File: config.mk
export PLATFORM = sky130hd
export DESIGN_NAME = imem_loader
export DESIGN_NICKNAME = d
export VERILOG_FILES = /design/src/rtl/imem_pkg.sv /design/src/rtl/imem_loader_word_assembler.sv /design/src/rtl/imem_loader.sv
export SDC_FILE = /design/constraint.sdc
export NUM_CORES = 1
export LEC_CHECK = 0
export BUFFER_PORTS_ARGS = -buffer_cell sky130_fd_sc_hd__buf_2
export CAP_MARGIN = 25
export CELL_PAD_IN_SITES_DETAIL_PLACEMENT = 1
export CELL_PAD_IN_SITES_GLOBAL_PLACEMENT = 2
export CORE_UTILIZATION = 40
export CTS_BUF_LIST = sky130_fd_sc_hd__clkbuf_8
export CTS_CLUSTER_SIZE = 30
export DETAILED_ROUTE_END_ITERATION = 8
export HOLD_SLACK_MARGIN = 0.1
export PLACE_DENSITY_LB_ADDON = 0.1
export SKIP_LAST_GASP = 1
export SYNTH_ARGS = -nofsm -noshare
export SYNTH_HDL_FRONTEND = slang
export SYNTH_HIERARCHICAL = 1
export SYNTH_SLANG_ARGS = --single-unit
File: constraint.sdc
create_clock -name clk -period 4.6 [get_ports clk]
set_clock_uncertainty 0.05 [all_clocks]
set_input_delay 0.92 -clock clk [delete_from_list [all_inputs] [get_ports clk]]
set_output_delay 0.92 -clock clk [all_outputs]
set_load 0.005 [all_outputs]
File: src/rtl/imem_pkg.sv
// Shared definitions for the instruction memory and its loader: memory depth,
// word-address bit position and the loader FSM state type.
package imem_pkg;

  localparam int IMEM_DEPTH    = 32;
  localparam int IMEM_ADDR_LSB = 2;

  typedef enum logic [2:0] {
    IDLE,
    LEN_LO,
    LEN_HI,
    DATA,
    WRITE,
    DONE,
    ERR,
    CHK
  } loader_state_t;

  // States in which the loader takes bytes from the stream.
  function automatic logic accepts_bytes(input loader_state_t s);
    return (s == LEN_LO) || (s == LEN_HI) || (s == DATA) || (s == CHK);
  endfunction

endpackage

File: src/rtl/imem_loader_word_assembler.sv
// word_assembler: packs four pushed bytes into a little-endian 32-bit word.
// Bytes enter at the top and shift down, so the first byte of a word ends up
// in bits [7:0]. 'full' flags that the next push completes a word.
module word_assembler (
  input  logic        clk,
  input  logic        reset_n,
  input  logic        clr,
  input  logic        push,
  input  logic [7:0]  byte_in,
  output logic [31:0] word_out,
  output logic        full
);

  logic [1:0]  byte_cnt;
  logic [31:0] shift;

  // Byte counter and shift register; clear drops any partial word.
  always_ff @(posedge clk) begin
    if (!reset_n || clr) begin
      byte_cnt <= '0;
      shift    <= '0;
    end else if (push) begin
      byte_cnt <= byte_cnt + 2'd1;
      shift    <= {byte_in, shift[31:8]};
    end
  end

  assign word_out = shift;
  assign full     = (byte_cnt == 2'd3);

endmodule

File: src/rtl/imem_loader.sv
// imem_loader: receives a length-prefixed byte stream, packs it into 32-bit
// words and writes them to instruction memory while holding the core stalled.
// Optional trailing XOR checksum byte is enabled by defining
// IMEM_LOADER_CHECKSUM_EN.
module imem_loader
  import imem_pkg::*;
#(
  parameter int DEPTH = IMEM_DEPTH
) (
  input  logic        clk,
  input  logic        reset_n,
  input  logic        start,
  input  logic        byte_valid,
  input  logic [7:0]  byte_data,
  output logic        byte_ready,
  output logic        imem_we,
  output logic [31:0] imem_waddr,
  output logic [31:0] imem_wdata,
  output logic        cpu_hold,
  output logic        done,
  output logic        error
);

  // Wide enough to hold DEPTH itself, not just DEPTH-1.
  localparam int CNT_W = $clog2(DEPTH) + 1;

`ifdef IMEM_LOADER_CHECKSUM_EN
  localparam loader_state_t TAIL = CHK;
`else
  localparam loader_state_t TAIL = DONE;
`endif

  loader_state_t state, state_next;

  logic [7:0]       len_lo;
  logic [15:0]      len_in;
  logic [CNT_W-1:0] n_words;
  logic [CNT_W-1:0] word_idx;
  logic [31:0]      wdata_hold;
  logic [31:0]      asm_word;
  logic             asm_full;
  logic             xfer;
  logic             begin_load;
  logic             last_word;

  assign xfer       = byte_valid && byte_ready;
  assign begin_load = start && ((state == IDLE) || (state == DONE) || (state == ERR));
  assign len_in     = {byte_data, len_lo};
  assign last_word  = (word_idx == n_words - CNT_W'(1));

  word_assembler u_asm (
    .clk      (clk),
    .reset_n  (reset_n),
    .clr      (begin_load),
    .push     (xfer && (state == DATA)),
    .byte_in  (byte_data),
    .word_out (asm_word),
    .full     (asm_full)
  );

`ifdef IMEM_LOADER_CHECKSUM_EN
  logic [7:0] csum;

  // Running XOR of data bytes, restarted with each load.
  always_ff @(posedge clk) begin
    if (!reset_n || begin_load) begin
      csum <= '0;
    end else if (xfer && (state == DATA)) begin
      csum <= csum ^ byte_data;
    end
  end
`endif

  // Next-state decode.
  always_comb begin
    state_next = state;
    unique case (state)
      IDLE, DONE, ERR: if (start) state_next = LEN_LO;
      LEN_LO:          if (xfer) state_next = LEN_HI;
      LEN_HI: begin
        if (xfer) begin
          if (len_in > 16'(DEPTH))  state_next = ERR;
          else if (len_in == 16'd0) state_next = TAIL;
          else                      state_next = DATA;
        end
      end
      DATA:            if (xfer && asm_full) state_next = WRITE;
      WRITE:           state_next = last_word ? TAIL : DATA;
`ifdef IMEM_LOADER_CHECKSUM_EN
      CHK:             if (xfer) state_next = (byte_data == csum) ? DONE : ERR;
`endif
      default:         state_next = IDLE;
    endcase
  end

  // State register plus outputs registered from the next state.
  always_ff @(posedge clk) begin
    if (!reset_n) begin
      state      <= IDLE;
      byte_ready <= 1'b0;
      imem_we    <= 1'b0;
      imem_waddr <= '0;
      cpu_hold   <= 1'b1;
      done       <= 1'b0;
      error      <= 1'b0;
    end else begin
      state      <= state_next;
      byte_ready <= accepts_bytes(state_next);
      imem_we    <= (state_next == WRITE);
      cpu_hold   <= (state_next != DONE);
      done       <= (state_next == DONE);
      error      <= (state_next == ERR);
      if (state_next == WRITE) begin
        imem_waddr <= 32'(word_idx) << IMEM_ADDR_LSB;
      end
    end
  end

  // Length capture, word index and the held copy of the last written word.
  always_ff @(posedge clk) begin
    if (!reset_n) begin
      len_lo     <= '0;
      n_words    <= '0;
      word_idx   <= '0;
      wdata_hold <= '0;
    end else begin
      if (xfer && (state == LEN_LO)) len_lo <= byte_data;
      if (xfer && (state == LEN_HI)) n_words <= len_in[CNT_W-1:0];
      if (begin_load) begin
        word_idx <= '0;
      end else if (state == WRITE) begin
        word_idx <= word_idx + CNT_W'(1);
      end
      if (state == WRITE) wdata_hold <= asm_word;
    end
  end

  // The assembled word is complete and stable for the whole WRITE cycle;
  // outside WRITE the last written word is presented unchanged.
  assign imem_wdata = (state == WRITE) ? asm_word : wdata_hold;

endmodule

==> impl_metrics.csv <==
group,metric,value,unit
run_status,status,"completed",
critical_path,path_cells,"nor3b_2, buf_4, mux2_2, buf_2",
cts,cts-root-buf,"clkbuf_8",
synthesis,netlist_top_cells_area,"dfxtp_1 45%, mux2i_1 12%, mux2_2 8.1%, and2_1 4.9%, buf_4 4.4%",
synthesis,synth_xor_area_share,2.97,%
grt,grt_max_degree,59,
placed_design,post_dp_cell_area,4620,µm²
die,rows,38,
cts,cts-hold-fix-buffers,0,
pwr,p_per_area,308,nW/µm²
cts,insertion_delay,0.37,ns
route,wl_per_cell,14.6,µm
placed_design,io_buffers,54,
sta,slew_violations,0,
die,start_util,41.0,%
synthesis,synth_area,4430,µm²
synthesis,synth_ff_type,"dfxtp_1",
route,vias,2835,
critical_path,crit_path_start_kind,"register",
cts,cts_setup_buffers,0,
placed_design,preCtsSetupSlack,1.92,ns
layout,stdcell_area,4800,µm²
cts,clock-sinks,100,
route,drt_iter0_markers,46,
placed_design,hpwl,6.12,mm
layout,nets,475,
pwr,p_switching,381,µW
placed_design,gp_congestion,0.745,
route,wl,8.82,mm
synthesis,synthAdderAreaFrac,0.848,%
layout,n_antenna_cell,0,
route,drc,0,
cts,cts_buffer_depth,2,
synthesis,synth_edf_count,0,
sta,worst_slack,1.55,ns
synthesis,synth_top_family_by_area,"multiplexers",
run,cap_viol_max_count,0,
grt,grtUsageTotal,16.6,%
cts,clk_pin_slew,0.10,ns
pwr,p_int,1.10,mW
critical_path,cp_slowest_stage_delay,0.50,ns
synthesis,synth_cells,415,
critical_path,crit_buf_inv,2,
pwr,seq_power_share,59.3,%
layout,fin_util,44.5,%
pwr,ir_drop,0.125,mV
sta,hold_viol,0,
cts,cts_tree,"yes",
synthesis,synth_area_per_cell,10.7,µm²
synthesis,synth_top_area_share,45.2,%
synthesis,ys_warn_count,6,
pwr,power.share.clock,36.2,%
synthesis,ys_ff_latch,100,
die,ios,81,
die,die_w,107,µm
critical_path,worstSetupPathType,"register to output port",
synthesis,yosysSeqAreaShare,45.2,%
pwr,switching_share,25.8,%
sta,setup_viol,0,
sta,worst_pin_slew,1.03,ns
synthesis,synthSimpleGateAreaFrac,18.7,%
sta,tns,0,ns
die,core,10800,µm²
grt,antenna_found_initial,0,
sta,relSlewSlack,31.7,%
grt,overflow,0,
die,dieArea,11500,µm²
synthesis,muxShareOfSynthArea,20.4,%
cts,htreeDepth,3,
pwr,power_leakage,1.96,nW
synthesis,synth_compound_area_share,3.00,%
sta,rsz0062_at_grt,"false",
sta,fin_crit,3.05,ns
layout,drive_above_1_share,26.7,%
route,avgViaCountPerCell,4.69,
route,postRouteAntennaNets,0,
cts,postCtsResizedCells,0,
synthesis,yosys.area.top_type,"dfxtp_1",
grt,first_global_vias,2849,
cts,cts_buffers,9,
synthesis,synth.distinct_cells,48,
sta,period_share,66.3,%
critical_path,cp-end-kind,"output port",
synthesis,ys_async_sr_fraction,0,%
pwr,p_comb_share,4.6,%
route,firstDrtPassIters,4,
sta,max_freq,0.328,GHz
die,dieHeight,107,µm
critical_path,worstPathRequired,3.63,ns
critical_path,cp_slowest_cell,"dfxtp_1",
layout,nFillCells,1261,
layout,mostFrequentLayoutCells,"100 x dfxtp_1, 54 x mux2i_1, 54 x buf_2",
min_path,holdCritPathClass,"register to register",
layout,syn_to_final_growth,8.51,%
layout,final_common_cell,"dfxtp_1",
critical_path,critPathTopFamily,"buffers and inverters",
critical_path,arrival,2.08,ns
grt,grt_pass1_wl,14.8,mm
critical_path,path_max_fanout,26,
cell families (layout without fill, tap and decap cells):
kind of cell | after synthesis | after routing
xor gates and xnor gates | 15 | 15
AOI/OAI and AO/OA | 14 | 14
muxes | 86 | 86
adders and majority gates | 3 | 3
DFF | 100 | 100
buffers and inverters | 53 | 78
other | 1 | 26
and+or+nand+nor | 143 | 143
metrics by stage:
step,instances,power [mW],hold WS (ns)
2_1_floorplan,440,0.961,0.404
3_3_place_gp,589,0.964,0.427
3_5_place_dp,589,0.965,0.434
4_1_cts,605,1.51,0.461
5_1_grt,605,1.55,0.497
6_report,605,1.48,0.454
power by group through the flow:
stage	Sequential, mW	Clock, mW	Combinational (mW)
2_1_floorplan	0.892	0	0.0692
3_3_place_gp	0.897	0	0.0672
3_5_place_dp	0.897	0	0.0684
4_1_cts	0.877	0.560	0.0686
5_1_grt	0.879	0.598	0.0760
6_report	0.877	0.535	0.0676
cell usage after synthesis (2+ instances only):
cell type and count:
o21a_1 2, and2_1 35, nor2b_1 21, nor2_1 44, nand4_1 3, buf_2 8
nor4_1 2, nand3_1 5, nand2_1 5, and3_1 2, ha_1 3, xnor2_1 7
mux2_2 32, nor3_1 5, inv_1 4, mux2i_1 54, nor3_4 2, a21oi_1 4
clkbuf_1 6, nand2b_1 5, buf_4 26, o32ai_1 2, buf_6 4, xor2_1 8
nor2_2 2, dfxtp_1 100, buf_12 3
layer usage:
metal  part of all wire, %  vias up  track usage (%)
met5                     0        -                0
met4                   1.2        0             6.65
met3                   2.6        9             2.37
met2                    48       43             26.8
met1                    48     1368             22.1
li1                      -     1415                -
flip-flops by register name (all words and copies together), names as in the netlist:
register        flops
byte_ready          1
cpu_hold            1
imem_we             1
state               3
imem_waddr          6
len_lo              8
done                1
wdata_hold         32
word_idx            6
u_asm/word_out     32
error               1
u_asm/byte_cnt      2
n_words             6
final timing paths:
path | from | to | slack [ns] | cells past startpoint
hold / removal | u_asm/word_out[2]$_SDFFE_PP0P_ | u_asm/word_out[2]$_SDFFE_PP0P_ | 0.45 | 2
setup reg to reg | state[1]$_SDFF_PN0_ | u_asm/word_out[20]$_SDFFE_PP0P_ | 2.30 | 4
hold reg to reg | u_asm/word_out[2]$_SDFFE_PP0P_ | u_asm/word_out[2]$_SDFFE_PP0P_ | 0.45 | 2
setup / recovery | state[2]$_SDFF_PN0_ | imem_wdata[17] | 1.55 | 4
area by class of cell:
cell class	count	area (µm²)	share of cell area, %
clock buffer	9	124	2.58
clock inverter	7	57.6	1.20
inverter	5	18.8	0.391
multi-input combinational	287	2130	44.4
sequential	100	2000	41.7
tap	140	175	3.65
timing repair buffer	57	293	6.10
worst register-to-register path, stage by stage (launching register included):
cell	delay, ns
dfxtp_1	0.60
nor2b_4	0.28
and3_2	0.89
mux2i_1	0.31
nor2_1	0.05
Note: power is estimated with default switching activity, not from simulation.
